File: src/rtl/i2c_pkg.sv
// i2c_pkg: shared constants for the byte-level I2C master.
//   CMD_* : bit positions inside the 4-bit command word.
//   state_t : one-hot FSM encoding used by i2c_master_core.
//   first_state() : decode of an accepted command into its first bus state.
package i2c_pkg;

  localparam int CMD_START = 0;
  localparam int CMD_WRITE = 1;
  localparam int CMD_READ  = 2;
  localparam int CMD_STOP  = 3;

  localparam int SCL_PERIOD_DEF = 500;

  typedef enum logic [6:0] {
    S_IDLE  = 7'b0000001,
    S_START = 7'b0000010,
    S_WRITE = 7'b0000100,
    S_RACK  = 7'b0001000,
    S_READ  = 7'b0010000,
    S_SACK  = 7'b0100000,
    S_STOP  = 7'b1000000
  } state_t;

  // Priority START > WRITE > READ > STOP; an empty command stays idle.
  function automatic state_t first_state(input logic [3:0] c);
    state_t s;
    s = S_IDLE;
    if      (c[CMD_START]) s = S_START;
    else if (c[CMD_WRITE]) s = S_WRITE;
    else if (c[CMD_READ])  s = S_READ;
    else if (c[CMD_STOP])  s = S_STOP;
    return s;
  endfunction

endpackage

File: src/rtl/i2c_master_core_if.sv
// i2c_master_core_if: command handshake plus SDA/SCL pad signals.
//   req/cmd/din/rd_nack    : command from the controller
//   ready/busy/dout/done/ack_err : status back to the controller
//   i2c_scl, i2c_sda_o/oe  : pad drive; i2c_scl_i/i2c_sda_i : sampled pads
// Modport slave is the engine's view; master is the controller/pad view.
interface i2c_master_core_if;
  logic       req;
  logic [3:0] cmd;
  logic [7:0] din;
  logic       rd_nack;
  logic       ready;
  logic       busy;
  logic [7:0] dout;
  logic       done;
  logic       ack_err;
  logic       i2c_scl;
  logic       i2c_scl_i;
  logic       i2c_sda_i;
  logic       i2c_sda_o;
  logic       i2c_sda_oe;

  modport slave (
    input  req, cmd, din, rd_nack, i2c_scl_i, i2c_sda_i,
    output ready, busy, dout, done, ack_err, i2c_scl, i2c_sda_o, i2c_sda_oe
  );

  modport master (
    output req, cmd, din, rd_nack, i2c_scl_i, i2c_sda_i,
    input  ready, busy, dout, done, ack_err, i2c_scl, i2c_sda_o, i2c_sda_oe
  );
endinterface

File: src/rtl/i2c_bit_timer.sv
// i2c_bit_timer: SCL phase counter and per-state bit counter.
//   run       : engine is in a bus state (counters held at 0 otherwise)
//   multi     : current state is 8 bits long (else 1 bit)
//   scl/scl_i : driven SCL level and sampled SCL line (stretch detect)
//   low_pt/high_pt/scl_rise/bit_end/state_end : single-cycle phase strobes
//   cnt_bit   : bit index within the current state
// Macro I2C_CLK_STRETCH_EN: hold the phase counter at mid-period while a
// slave keeps SCL low after it was released.
module i2c_bit_timer #(
  parameter int SCL_PERIOD = 500,
  parameter int LOW_POINT  = SCL_PERIOD/4,
  parameter int HIGH_POINT = 3*SCL_PERIOD/4
)(
  input  logic       clk,
  input  logic       rst_n,
  input  logic       run,
  input  logic       multi,
  input  logic       scl,
  input  logic       scl_i,
  output logic [2:0] cnt_bit,
  output logic       low_pt,
  output logic       high_pt,
  output logic       scl_rise,
  output logic       bit_end,
  output logic       state_end
);
  localparam int CW = $clog2(SCL_PERIOD);
  localparam logic [CW-1:0] LAST  = CW'(SCL_PERIOD - 1);
  localparam logic [CW-1:0] MID   = CW'(SCL_PERIOD / 2);
  localparam logic [CW-1:0] RISE  = CW'(SCL_PERIOD / 2 - 1);
  localparam logic [CW-1:0] LOW_C = CW'(LOW_POINT);
  localparam logic [CW-1:0] HI_C  = CW'(HIGH_POINT);

  logic [CW-1:0] cnt_scl;
  logic          hold, adv;

`ifdef I2C_CLK_STRETCH_EN
  // SCL released but still read low at mid-period: slave is stretching.
  assign hold = scl && !scl_i && (cnt_scl == MID);
`else
  logic unused_stretch;
  assign hold = 1'b0;
  assign unused_stretch = scl ^ scl_i ^ (cnt_scl == MID);
`endif

  assign adv       = run && !hold;
  assign low_pt    = adv && (cnt_scl == LOW_C);
  assign high_pt   = adv && (cnt_scl == HI_C);
  assign scl_rise  = adv && (cnt_scl == RISE);
  assign bit_end   = adv && (cnt_scl == LAST);
  assign state_end = bit_end && (multi ? (cnt_bit == 3'd7) : (cnt_bit == 3'd0));

  always_ff @(posedge clk or negedge rst_n) begin
    if (!rst_n) begin
      cnt_scl <= '0;
      cnt_bit <= '0;
    end else if (!run) begin
      cnt_scl <= '0;
      cnt_bit <= '0;
    end else if (adv) begin
      if (cnt_scl == LAST) begin
        cnt_scl <= '0;
        cnt_bit <= state_end ? 3'd0 : cnt_bit + 3'd1;
      end else begin
        cnt_scl <= cnt_scl + 1'b1;
      end
    end
  end
endmodule

File: src/rtl/i2c_master_core.sv
// i2c_master_core: one I2C command (START/WRITE/READ/STOP combos) per req.
//   clk, rst_n : clock, asynchronous active-low reset
//   bus        : i2c_master_core_if.slave (handshake + SDA/SCL pads)
// Optional SCL clock stretching via macro I2C_CLK_STRETCH_EN (in i2c_bit_timer).
module i2c_master_core
  import i2c_pkg::*;
#(
  parameter int SCL_PERIOD = SCL_PERIOD_DEF,
  parameter int LOW_POINT  = SCL_PERIOD/4,
  parameter int HIGH_POINT = 3*SCL_PERIOD/4
)(
  input  logic clk,
  input  logic rst_n,
  i2c_master_core_if.slave bus
);
  state_t     state, state_nx;
  logic       wr_q, rd_q, stop_q, nack_q, ack_q;
  logic [7:0] data_q, dout_q;
  logic       done_q, done_nx, ack_err_q, scl_q, sda_q, oe_q;
  logic [2:0] cnt_bit;
  logic       low_pt, high_pt, scl_rise, bit_end, state_end;
  logic       ready, accept;

  // done occupies the first idle cycle, so ready follows one cycle later.
  assign ready  = (state == S_IDLE) && !done_q;
  assign accept = bus.req && ready;

  i2c_bit_timer #(
    .SCL_PERIOD(SCL_PERIOD), .LOW_POINT(LOW_POINT), .HIGH_POINT(HIGH_POINT)
  ) u_timer (
    .clk      (clk),
    .rst_n    (rst_n),
    .run      (state != S_IDLE),
    .multi    ((state == S_WRITE) || (state == S_READ)),
    .scl      (scl_q),
    .scl_i    (bus.i2c_scl_i),
    .cnt_bit  (cnt_bit),
    .low_pt   (low_pt),
    .high_pt  (high_pt),
    .scl_rise (scl_rise),
    .bit_end  (bit_end),
    .state_end(state_end)
  );

  always_ff @(posedge clk or negedge rst_n) begin
    if (!rst_n) state <= S_IDLE;
    else        state <= state_nx;
  end

  always_comb begin
    state_nx = state;
    case (state)
      S_IDLE:  if (accept) state_nx = first_state(bus.cmd);
      S_START: if (state_end) state_nx = wr_q ? S_WRITE : (rd_q ? S_READ : S_IDLE);
      S_WRITE: if (state_end) state_nx = S_RACK;
      // A slave NACK always closes the transfer with STOP.
      S_RACK:  if (state_end) state_nx = (stop_q || ack_q) ? S_STOP : S_IDLE;
      S_READ:  if (state_end) state_nx = S_SACK;
      S_SACK:  if (state_end) state_nx = stop_q ? S_STOP : S_IDLE;
      S_STOP:  if (state_end) state_nx = S_IDLE;
      default: state_nx = S_IDLE;
    endcase
    done_nx = ((state != S_IDLE) && (state_nx == S_IDLE)) ||
              (accept && (bus.cmd == 4'd0));
  end

  always_ff @(posedge clk or negedge rst_n) begin
    if (!rst_n) begin
      wr_q <= 1'b0; rd_q <= 1'b0; stop_q <= 1'b0; nack_q <= 1'b0; ack_q <= 1'b0;
      data_q <= '0; dout_q <= '0;
      done_q <= 1'b0; ack_err_q <= 1'b0;
      scl_q <= 1'b1; sda_q <= 1'b1; oe_q <= 1'b0;
    end else begin
      done_q <= done_nx;
      if (accept) begin
        wr_q      <= bus.cmd[CMD_WRITE];
        rd_q      <= bus.cmd[CMD_READ] && !bus.cmd[CMD_WRITE];
        stop_q    <= bus.cmd[CMD_STOP];
        data_q    <= bus.din;
        nack_q    <= bus.rd_nack;
        ack_err_q <= 1'b0;
        if (bus.cmd != 4'd0) scl_q <= 1'b0;
      end
      if (scl_rise) scl_q <= 1'b1;
      // STOP is a single bit, so its wrap is the final one: SCL stays high.
      if (bit_end && (state != S_STOP)) scl_q <= 1'b0;

      if (state_nx != state) begin
        case (state_nx)
          S_START, S_WRITE, S_SACK, S_STOP: oe_q <= 1'b1;
          S_READ, S_RACK:                   oe_q <= 1'b0;
          S_IDLE:  if (state == S_STOP)     oe_q <= 1'b0;
          default: ;
        endcase
      end

      if (low_pt) begin
        case (state)
          S_START: sda_q <= 1'b1;
          S_STOP:  sda_q <= 1'b0;
          S_WRITE: sda_q <= data_q[3'd7 - cnt_bit];
          S_SACK:  sda_q <= nack_q;
          default: ;
        endcase
      end

      if (high_pt) begin
        case (state)
          S_START: sda_q <= 1'b0;
          S_STOP:  sda_q <= 1'b1;
          S_READ:  dout_q[3'd7 - cnt_bit] <= bus.i2c_sda_i;
          S_RACK: begin
            ack_q <= bus.i2c_sda_i;
            if (bus.i2c_sda_i) ack_err_q <= 1'b1;
          end
          default: ;
        endcase
      end
    end
  end

  assign bus.ready      = ready;
  assign bus.busy       = !ready;
  assign bus.dout       = dout_q;
  assign bus.done       = done_q;
  assign bus.ack_err    = ack_err_q;
  assign bus.i2c_scl    = scl_q;
  assign bus.i2c_sda_o  = sda_q;
  assign bus.i2c_sda_oe = oe_q;
endmodule

File: src/flat_wrapper.sv
// flat-port wrapper written by rule: the top's interface ports become plain ports
module i2c_master_core_flat import i2c_pkg::*;
#(
  parameter int SCL_PERIOD = SCL_PERIOD_DEF,
  parameter int LOW_POINT  = SCL_PERIOD/4,
  parameter int HIGH_POINT = 3*SCL_PERIOD/4
)
  (clk, rst_n, bus_req, bus_cmd, bus_din, bus_rd_nack, bus_i2c_scl_i, bus_i2c_sda_i, bus_ready, bus_busy, bus_dout, bus_done, bus_ack_err, bus_i2c_scl, bus_i2c_sda_o, bus_i2c_sda_oe);
  i2c_master_core_if bus_i ();
  input  logic clk;
  input  logic rst_n;
  input wire logic [$bits(bus_i.req)-1:0] bus_req;
  input wire logic [$bits(bus_i.cmd)-1:0] bus_cmd;
  input wire logic [$bits(bus_i.din)-1:0] bus_din;
  input wire logic [$bits(bus_i.rd_nack)-1:0] bus_rd_nack;
  input wire logic [$bits(bus_i.i2c_scl_i)-1:0] bus_i2c_scl_i;
  input wire logic [$bits(bus_i.i2c_sda_i)-1:0] bus_i2c_sda_i;
  output wire logic [$bits(bus_i.ready)-1:0] bus_ready;
  output wire logic [$bits(bus_i.busy)-1:0] bus_busy;
  output wire logic [$bits(bus_i.dout)-1:0] bus_dout;
  output wire logic [$bits(bus_i.done)-1:0] bus_done;
  output wire logic [$bits(bus_i.ack_err)-1:0] bus_ack_err;
  output wire logic [$bits(bus_i.i2c_scl)-1:0] bus_i2c_scl;
  output wire logic [$bits(bus_i.i2c_sda_o)-1:0] bus_i2c_sda_o;
  output wire logic [$bits(bus_i.i2c_sda_oe)-1:0] bus_i2c_sda_oe;
  assign bus_i.req = bus_req;
  assign bus_i.cmd = bus_cmd;
  assign bus_i.din = bus_din;
  assign bus_i.rd_nack = bus_rd_nack;
  assign bus_i.i2c_scl_i = bus_i2c_scl_i;
  assign bus_i.i2c_sda_i = bus_i2c_sda_i;
  assign bus_ready = bus_i.ready;
  assign bus_busy = bus_i.busy;
  assign bus_dout = bus_i.dout;
  assign bus_done = bus_i.done;
  assign bus_ack_err = bus_i.ack_err;
  assign bus_i2c_scl = bus_i.i2c_scl;
  assign bus_i2c_sda_o = bus_i.i2c_sda_o;
  assign bus_i2c_sda_oe = bus_i.i2c_sda_oe;
  i2c_master_core #(.SCL_PERIOD(SCL_PERIOD), .LOW_POINT(LOW_POINT), .HIGH_POINT(HIGH_POINT)) u_core (.clk(clk), .rst_n(rst_n), .bus(bus_i));
endmodule
File: config.mk
export PLATFORM = sky130hd
export DESIGN_NAME = i2c_master_core_flat
export DESIGN_NICKNAME = d
export VERILOG_FILES = /design/src/rtl/i2c_pkg.sv /design/src/rtl/i2c_master_core_if.sv /design/src/rtl/i2c_bit_timer.sv /design/src/rtl/i2c_master_core.sv /design/src/flat_wrapper.sv
export SDC_FILE = /design/constraint.sdc
export NUM_CORES = 1
export LEC_CHECK = 0
export BUFFER_PORTS_ARGS = -buffer_cell sky130_fd_sc_hd__buf_4
export CAP_MARGIN = 20
export CELL_PAD_IN_SITES_DETAIL_PLACEMENT = 1
export CELL_PAD_IN_SITES_GLOBAL_PLACEMENT = 2
export CORE_ASPECT_RATIO = 1.25
export CORE_MARGIN = 5
export CORE_UTILIZATION = 36
export DETAILED_ROUTE_END_ITERATION = 6
export PLACE_DENSITY = 0.8
export REMOVE_ABC_BUFFERS = 1
export SYNTH_ARGS = -nofsm -noshare
export SYNTH_HDL_FRONTEND = slang
export SYNTH_SLANG_ARGS = --single-unit
File: constraint.sdc
create_clock -name clk -period 2.4 [get_ports clk]
set_input_delay 0.24 -clock clk [delete_from_list [all_inputs] [get_ports clk]]
set_output_delay 0.24 -clock clk [all_outputs]
set_load 0.03 [all_outputs]
* Yosys cells after proc, flatten, opt, wreduce, memory -nomap -nowiden
Index checks and enable logic that the tools add are counted.
** Word-level totals
- Bits in registers :: 45
- Bits in latches :: 0
- Memory bits (writable) :: 0
- Memory bits (read-only) :: 0
- Word-level logic and storage cells :: 115
- Memories :: 0
** Operators by class
- Add/sub/neg operators :: 3
- Multiply operators :: 0
- Divide/modulo/power cells :: 0
- Order comparisons :: 2
- Eq/ne operators :: 24
- Shift-type cells :: 0
- Mux-type cells :: 41
- Bitwise operators :: 0
- Reductions and logical operators :: 30
** Operators with widths (count)
- 7-bit two-way mux :: 14
- 7-bit one-hot mux with 7 select lines :: 1
- 9-bit == test (second input constant) :: 2
- 9-bit two-way mux :: 2
- 7-bit by 1-bit == test with 1-bit output (second input constant) :: 2
- 7-bit by 2-bit == test with 1-bit output (second input constant) :: 2
- 7-bit by 3-bit == test with 1-bit output (second input constant) :: 2
- 7-bit by 4-bit == test with 1-bit output (second input constant) :: 2
- 7-bit by 5-bit == test with 1-bit output (second input constant) :: 2
- 7-bit by 6-bit == test with 1-bit output (second input constant) :: 2
- 7-bit == test (second input constant) :: 2
- 1-bit two-way mux :: 14
- 1-bit logical AND :: 12
- 9-bit by 1-bit adder with 9-bit output (second input constant) :: 1
- 9-bit by 7-bit == test with 1-bit output (second input constant) :: 1
- 9-bit by 8-bit == test with 1-bit output (second input constant) :: 1
- 3-bit two-way mux :: 3
- 3-bit nonzero test :: 3
- 8-bit bitwise mux :: 1
- 7-bit by 1-bit inequality test with 1-bit output (second input constant) :: 1
- 7-bit inequality test :: 1
- 7-bit inequality test (second input constant) :: 1
- 2-bit AND reduction :: 3
- 5-bit two-way mux :: 1
- 20 further kinds :: 24

* Longest topological paths before layout
- Word-level depth :: 10
- Depth in mapped cells :: 10
- Mapped depth without buffers :: 9

* By module
Synthesis repeated with hierarchy kept, for this count alone.
** Second synthesis, totals
- Cells, all modules :: 287
- Area, all modules :: 2716.4 sq um
** Modules (own cells, without submodules)
- i2c_master_core :: instances 1, cells each 222, area an instance 2021.9 sq um, seq. area each 829.5 sq um
- i2c_bit_timer :: instances 1, cells each 65, area an instance 694.4 sq um, seq. area each 300.3 sq um

* Worst setup path before layout
OpenSTA, ideal clock, no wires.
- Path type :: register to register
- Start :: register u_core.u_timer.cnt_bit[1]
- End :: register u_core.oe_q, in the netlist u_core.bus.i2c_sda_oe
- Data arrival time :: 2.089 ns
- Data required time :: 2.269 ns
- Slack :: 0.180 ns
- Cell stages (with the launch flop) :: 10
- Path buffers :: 1
- Clock period less this slack :: 2.220 ns
- Cells stage by stage :: dfrtp_1 clkbuf_1 inv_1 ha_1 inv_1 a311oi_2 o2111ai_4 a311o_1 nor4_2 mux2i_1
** On the way
- Longest elaborated chain between the ends :: 9
- Elaborated cells on any way between the ends :: 25
** Ends and longest elaborated chain
- start, declared :: RTL line i2c_bit_timer.sv:20 : output logic [2:0] cnt_bit,
- start signal, assigned :: RTL line i2c_bit_timer.sv:63 : cnt_bit <= state_end ? 3'd0 : cnt_bit + 3'd1;
- 3-bit == test / 3-bit logical NOT (equally long branches) :: RTL line i2c_bit_timer.sv:51 : assign state_end = bit_end && (multi ? (cnt_bit == 3'd7) : (cnt_bit == 3'd0));
- 1-bit two-way mux * :: RTL line i2c_bit_timer.sv:51
- 1-bit logical AND * :: RTL line i2c_bit_timer.sv:51
- 7-bit two-way mux, or another cell as far along :: RTL line i2c_master_core.sv:60 : S_STOP: if (state_end) state_nx = S_IDLE;
- 7-bit one-hot mux with 7 select lines * :: RTL line i2c_master_core.sv:52 : case (state)
- net u_core.state_nx[2] :: RTL line i2c_master_core.sv:16 : state_t state, state_nx;
- 7-bit by 2-bit == test with 1-bit output, or another cell as far along :: RTL line i2c_master_core.sv:89 : case (state_nx)
- 4-bit OR reduction / 2-bit OR reduction (equally long branches) :: RTL line i2c_master_core.sv:89
- 3-bit nonzero test (no line)
- 3-bit AND reduction (no line)
- end signal, assigned :: RTL line i2c_master_core.sv:90 : S_START, S_WRITE, S_SACK, S_STOP: oe_q <= 1'b1;
- end signal, assigned :: RTL line i2c_master_core.sv:91 : S_READ, S_RACK: oe_q <= 1'b0;
- end signal, assigned :: RTL line i2c_master_core.sv:92 : S_IDLE: if (state == S_STOP) oe_q <= 1'b0;
- end, declared :: RTL line i2c_master_core.sv:19 : logic done_q, done_nx, ack_err_q, scl_q, sda_q, oe_q;
The timed path passes the listed nets; every way through them passes the cells marked *.
A chain may end at the register's enable or synchronous reset.

* Final worst setup path
- Start :: register u_core.u_timer.cnt_bit[0]
- End :: register u_core.oe_q, in the netlist u_core.bus.i2c_sda_oe
The elaborated chain is that of the path after synthesis.

==> load_flow_metrics.sql <==
INSERT INTO impl_metrics (metric_group, metric, value, unit) VALUES
('power', 'power.share.sequential', '42.3', '%'),
('sta', 'fin_setup_tns', '0', 'ps'),
('drt', 'drcViolationCount', '0', ''),
('synth', 'synth.cell_area', '2490', 'um2'),
('synth', 'ys.flop_type', 'dfrtp_1', ''),
('cells_and_area', 'insertedDiodeCount', '0', ''),
('die', 'row_count', '34', ''),
('drt', 'avgViaCountPerCell', '5.08', ''),
('drt', 'route.final.wire_length', '6.07', 'mm'),
('drt', 'post_drt_wl_per_cell', '15.2', 'um'),
('power', 'p_sw', '0.907', 'mW'),
('global_route', 'grt_overflow', '0', ''),
('sta', 'finalCritPeriodShare', '92.4', '%'),
('global_route', 'grt_max_degree', '46', ''),
('synth', 'synth_compound_area_share', '9.35', '%'),
('synth', 'yosys_warnings', '0', ''),
('worst_setup_path', 'critical_path.cell_chain', 'inv_1 > ha_1 > inv_1 > a311oi_2 > o2111ai_4 > a311o_1 > nor4_2 > mux2i_1', ''),
('placed_design', 'placement.cell_area', '2880', 'um2'),
('drt', 'ant_nets', '0', ''),
('drt', 'dr_total_vias', '2023', ''),
('sta', 'worst_pin_slew', '592', 'ps'),
('cells_and_area', 'final_core_util', '43.8', '%'),
('power', 'comb_power_share', '35.3', '%'),
('die', 'die_x', '84.4', 'um'),
('clocking', 'clock-sinks', '45', ''),
('worst_setup_path', 'crit_top_cell', 'inv_1', ''),
('power', 'clockPowerShare', '22.4', '%'),
('clocking', 'clockRootBuffer', 'clkbuf_8', ''),
('global_route', 'first_global_vias', '2223', ''),
('clocking', 'cts.reportedPaths.clkPinSlew', '90', 'ps'),
('job', 'drv.max_cap_violation_count', '0', ''),
('cells_and_area', 'post-route-cell-area', '3000', 'um2'),
('sta', 'final.hold.worst_slack', '118', 'ps'),
('sta', 'max-slew-margin-rel', '60.5', '%'),
('worst_setup_path', 'critPathSlowestCell', 'a311o_1', ''),
('worst_setup_path', 'worstPathArrival', '2400', 'ps'),
('synth', 'syn-instance-count', '261', ''),
('die', 'floorplan.initialDensity', '36.4', '%'),
('synth', 'synth-seq-area-share', '45.4', '%'),
('placed_design', 'place.detailed.hpwl', '4.72', 'mm'),
('sta', 'setup_viol', '0', ''),
('worst_setup_path', 'critPathMaxStageDelay', '430', 'ps'),
('worst_setup_path', 'setup.worst_path.start_class', 'flip-flop', ''),
('synth', 'synth-xor-area-share', '4.17', '%'),
('worst_setup_path', 'crit_fanout', '8', ''),
('sta', 'grt_setup_unrepaired', 'false', ''),
('global_route', 'grt_pass1_wl', '10.5', 'mm'),
('synth', 'synth.area.mux_share', '6.98', '%'),
('die', 'fp.dieH', '103', 'um'),
('status', 'outcome', 'finished, final reports clean', ''),
('hold_path', 'hold_class', 'in -> reg', ''),
('clocking', 'total_clock_buffers_created_by_cts', '5', ''),
('die', 'placeableCoreArea', '6850', 'um2'),
('sta', 'clock_skew', '9.61', 'ps'),
('clocking', 'ctsHtreeMaxLevel', '2', ''),
('synth', 'synth_enable_flop_cells', '0', ''),
('synth', 'combinational_family_with_the_most_area_after_synthesis', 'simple AND/OR/NAND/NOR gates', ''),
('sta', 'max_freq', '0.451', 'GHz'),
('global_route', 'global_route.usage.total', '15.1', '%'),
('synth', 'netlist-cell-type-count', '49', ''),
('sta', 'report.final.hold_viol_count', '0', ''),
('synth', 'synth_fa_ha_area_share', '2.51', '%'),
('placed_design', 'port_buffer_count', '31', ''),
('global_route', 'antenna_found_initial', '0', ''),
('worst_setup_path', 'worstSetupEndpointType', 'flip-flop', ''),
('die', 'design.die.area', '8690', 'um2'),
('power', 'maximum_ir_drop_on_the_vdd_rail', '503', 'uV'),
('synth', 'syn_area_per_cell', '9.54', 'um2'),
('worst_setup_path', 'cp.required', '2580', 'ps'),
('sta', 'timing_max_transition_violations_final', '0', ''),
('power', 'p_leak', '1.39', 'nW');
timing repair:
action	4_1_cts	5_1_grt
hold endpoints to repair	42	0
setup endpoints to repair	0	1
setup buffers	0	0
hold buffers	1	0
gates resized for setup	0	1
registers in the layout (all words and copies together) (netlist names), 3 cells and up:
register	count
u_core.bus.dout	8
u_core.u_timer.cnt_scl	9
u_core.u_timer.cnt_bit	3
u_core.data_q	8
u_core.state	7
metrics by stage:
stage / worst slack [ps] / std cells
CTS: 148 / 398
finish: 183 / 398
detailed placement: 167 / 389
floorplan: 268 / 250
global placement: 204 / 389
global route: 22.2 / 398
cells by family (layout without fill, tap and decap cells):
family,Yosys count,in the layout
AO/OA/AOI/OAI,32,32
XOR/XNOR,11,11
adder cells (fa/ha/maj),5,5
buffers and inverters,21,68
flip-flops,45,45
multiplexers,16,16
AND/OR/NAND/NOR,131,131
cell type report:
cell class	count	area [um2]
multi-input combinational	195	1230
clock buffer	7	96.3
sequential	45	1130
clock inverter	1	8.76
inverter	10	37.5
timing repair buffer	50	378
tap	90	113
fill	806	3850
layout by cell type (no fill, tap or decap), drive strengths merged, types with 2 or more instances in the layout:
master   n
buf     49
ha       5
nand4    2
o22ai    2
a22oi    2
nand2   47
nor3    12
dfrtp   42
o21ai   12
nor2b    3
nor3b    2
nand4b   4
a21oi    4
mux2    11
dfstp    3
clkbuf   7
and3     2
mux2i    5
and2     2
nor2    31
nand2b   3
xnor2    7
xor2     4
nand3   16
inv     11
path summary, 6_finish.rpt:
path / startpoint / end / slack (ps) / cells after the start
min reg2reg: u_core.data_q[4] / u_core.data_q[4] / 480 / 2
max in group asynchronous: rst_n / u_core.bus.i2c_sda_oe / 1520 / 2
max reg2reg: u_core.u_timer.cnt_bit[0] / u_core.bus.i2c_sda_oe / 180 / 8
min: bus_din[7] / u_core.data_q[7] / 120 / 3
min in group asynchronous: rst_n / u_core.u_timer.cnt_scl[3] / 470 / 2
max: u_core.u_timer.cnt_bit[0] / u_core.bus.i2c_sda_oe / 180 / 8
per-layer routing:
metal	vias to the layer above	share of wire, %	track usage [%]
met5	-	0	0
met4	0	1.4	5.12
met3	6	2.4	2.72
met2	26	52	27.6
met1	1002	45	17.8
li1	989	-	-
synth_stat cells, types with 2 or more instances:
cell type  count  area, um2
a21oi_1        4       20.0
a22oi_1        2       15.0
and2_2         2       15.0
and3_1         2       12.5
buf_6          5       56.3
clkbuf_1       4       15.0
dfrtp_1       42       1050
dfstp_2        3       78.8
ha_1           5       62.6
inv_1         10       37.5
mux2_2        11        124
mux2i_1        5       50.1
nand2_1       47        176
nand2b_1       3       18.8
nand3_1       15       75.1
nand4_1        2       12.5
nand4b_1       4       35.0
nor2_1        31        116
nor2b_1        3       18.8
nor3_1        10       50.1
nor3_4         2       32.5
nor3b_1        2       15.0
o21ai_0       12       60.1
o22ai_1        2       12.5
xnor2_1        7       61.3
xor2_1         3       26.3
worst max-delay path: cells and delay by family, from the launching register on:
kind            cells  cell delay [ps]
mux                 1              100
simple gates        1              210
buf+inv             2              200
compound gates      3              990
fa+ha+maj           1              180
flops               1              410
power groups by stage:
stage | registers (mW) | clock network (mW) | logic (mW)
after floorplan | 1.05 | 0 | 0.510
after global placement | 1.03 | 0 | 0.846
after detailed placement | 1.03 | 0 | 0.858
after CTS | 1.02 | 0.554 | 0.863
after global routing | 1.04 | 0.583 | 0.952
final | 1.02 | 0.538 | 0.850
(Power assumes the default switching activity.)
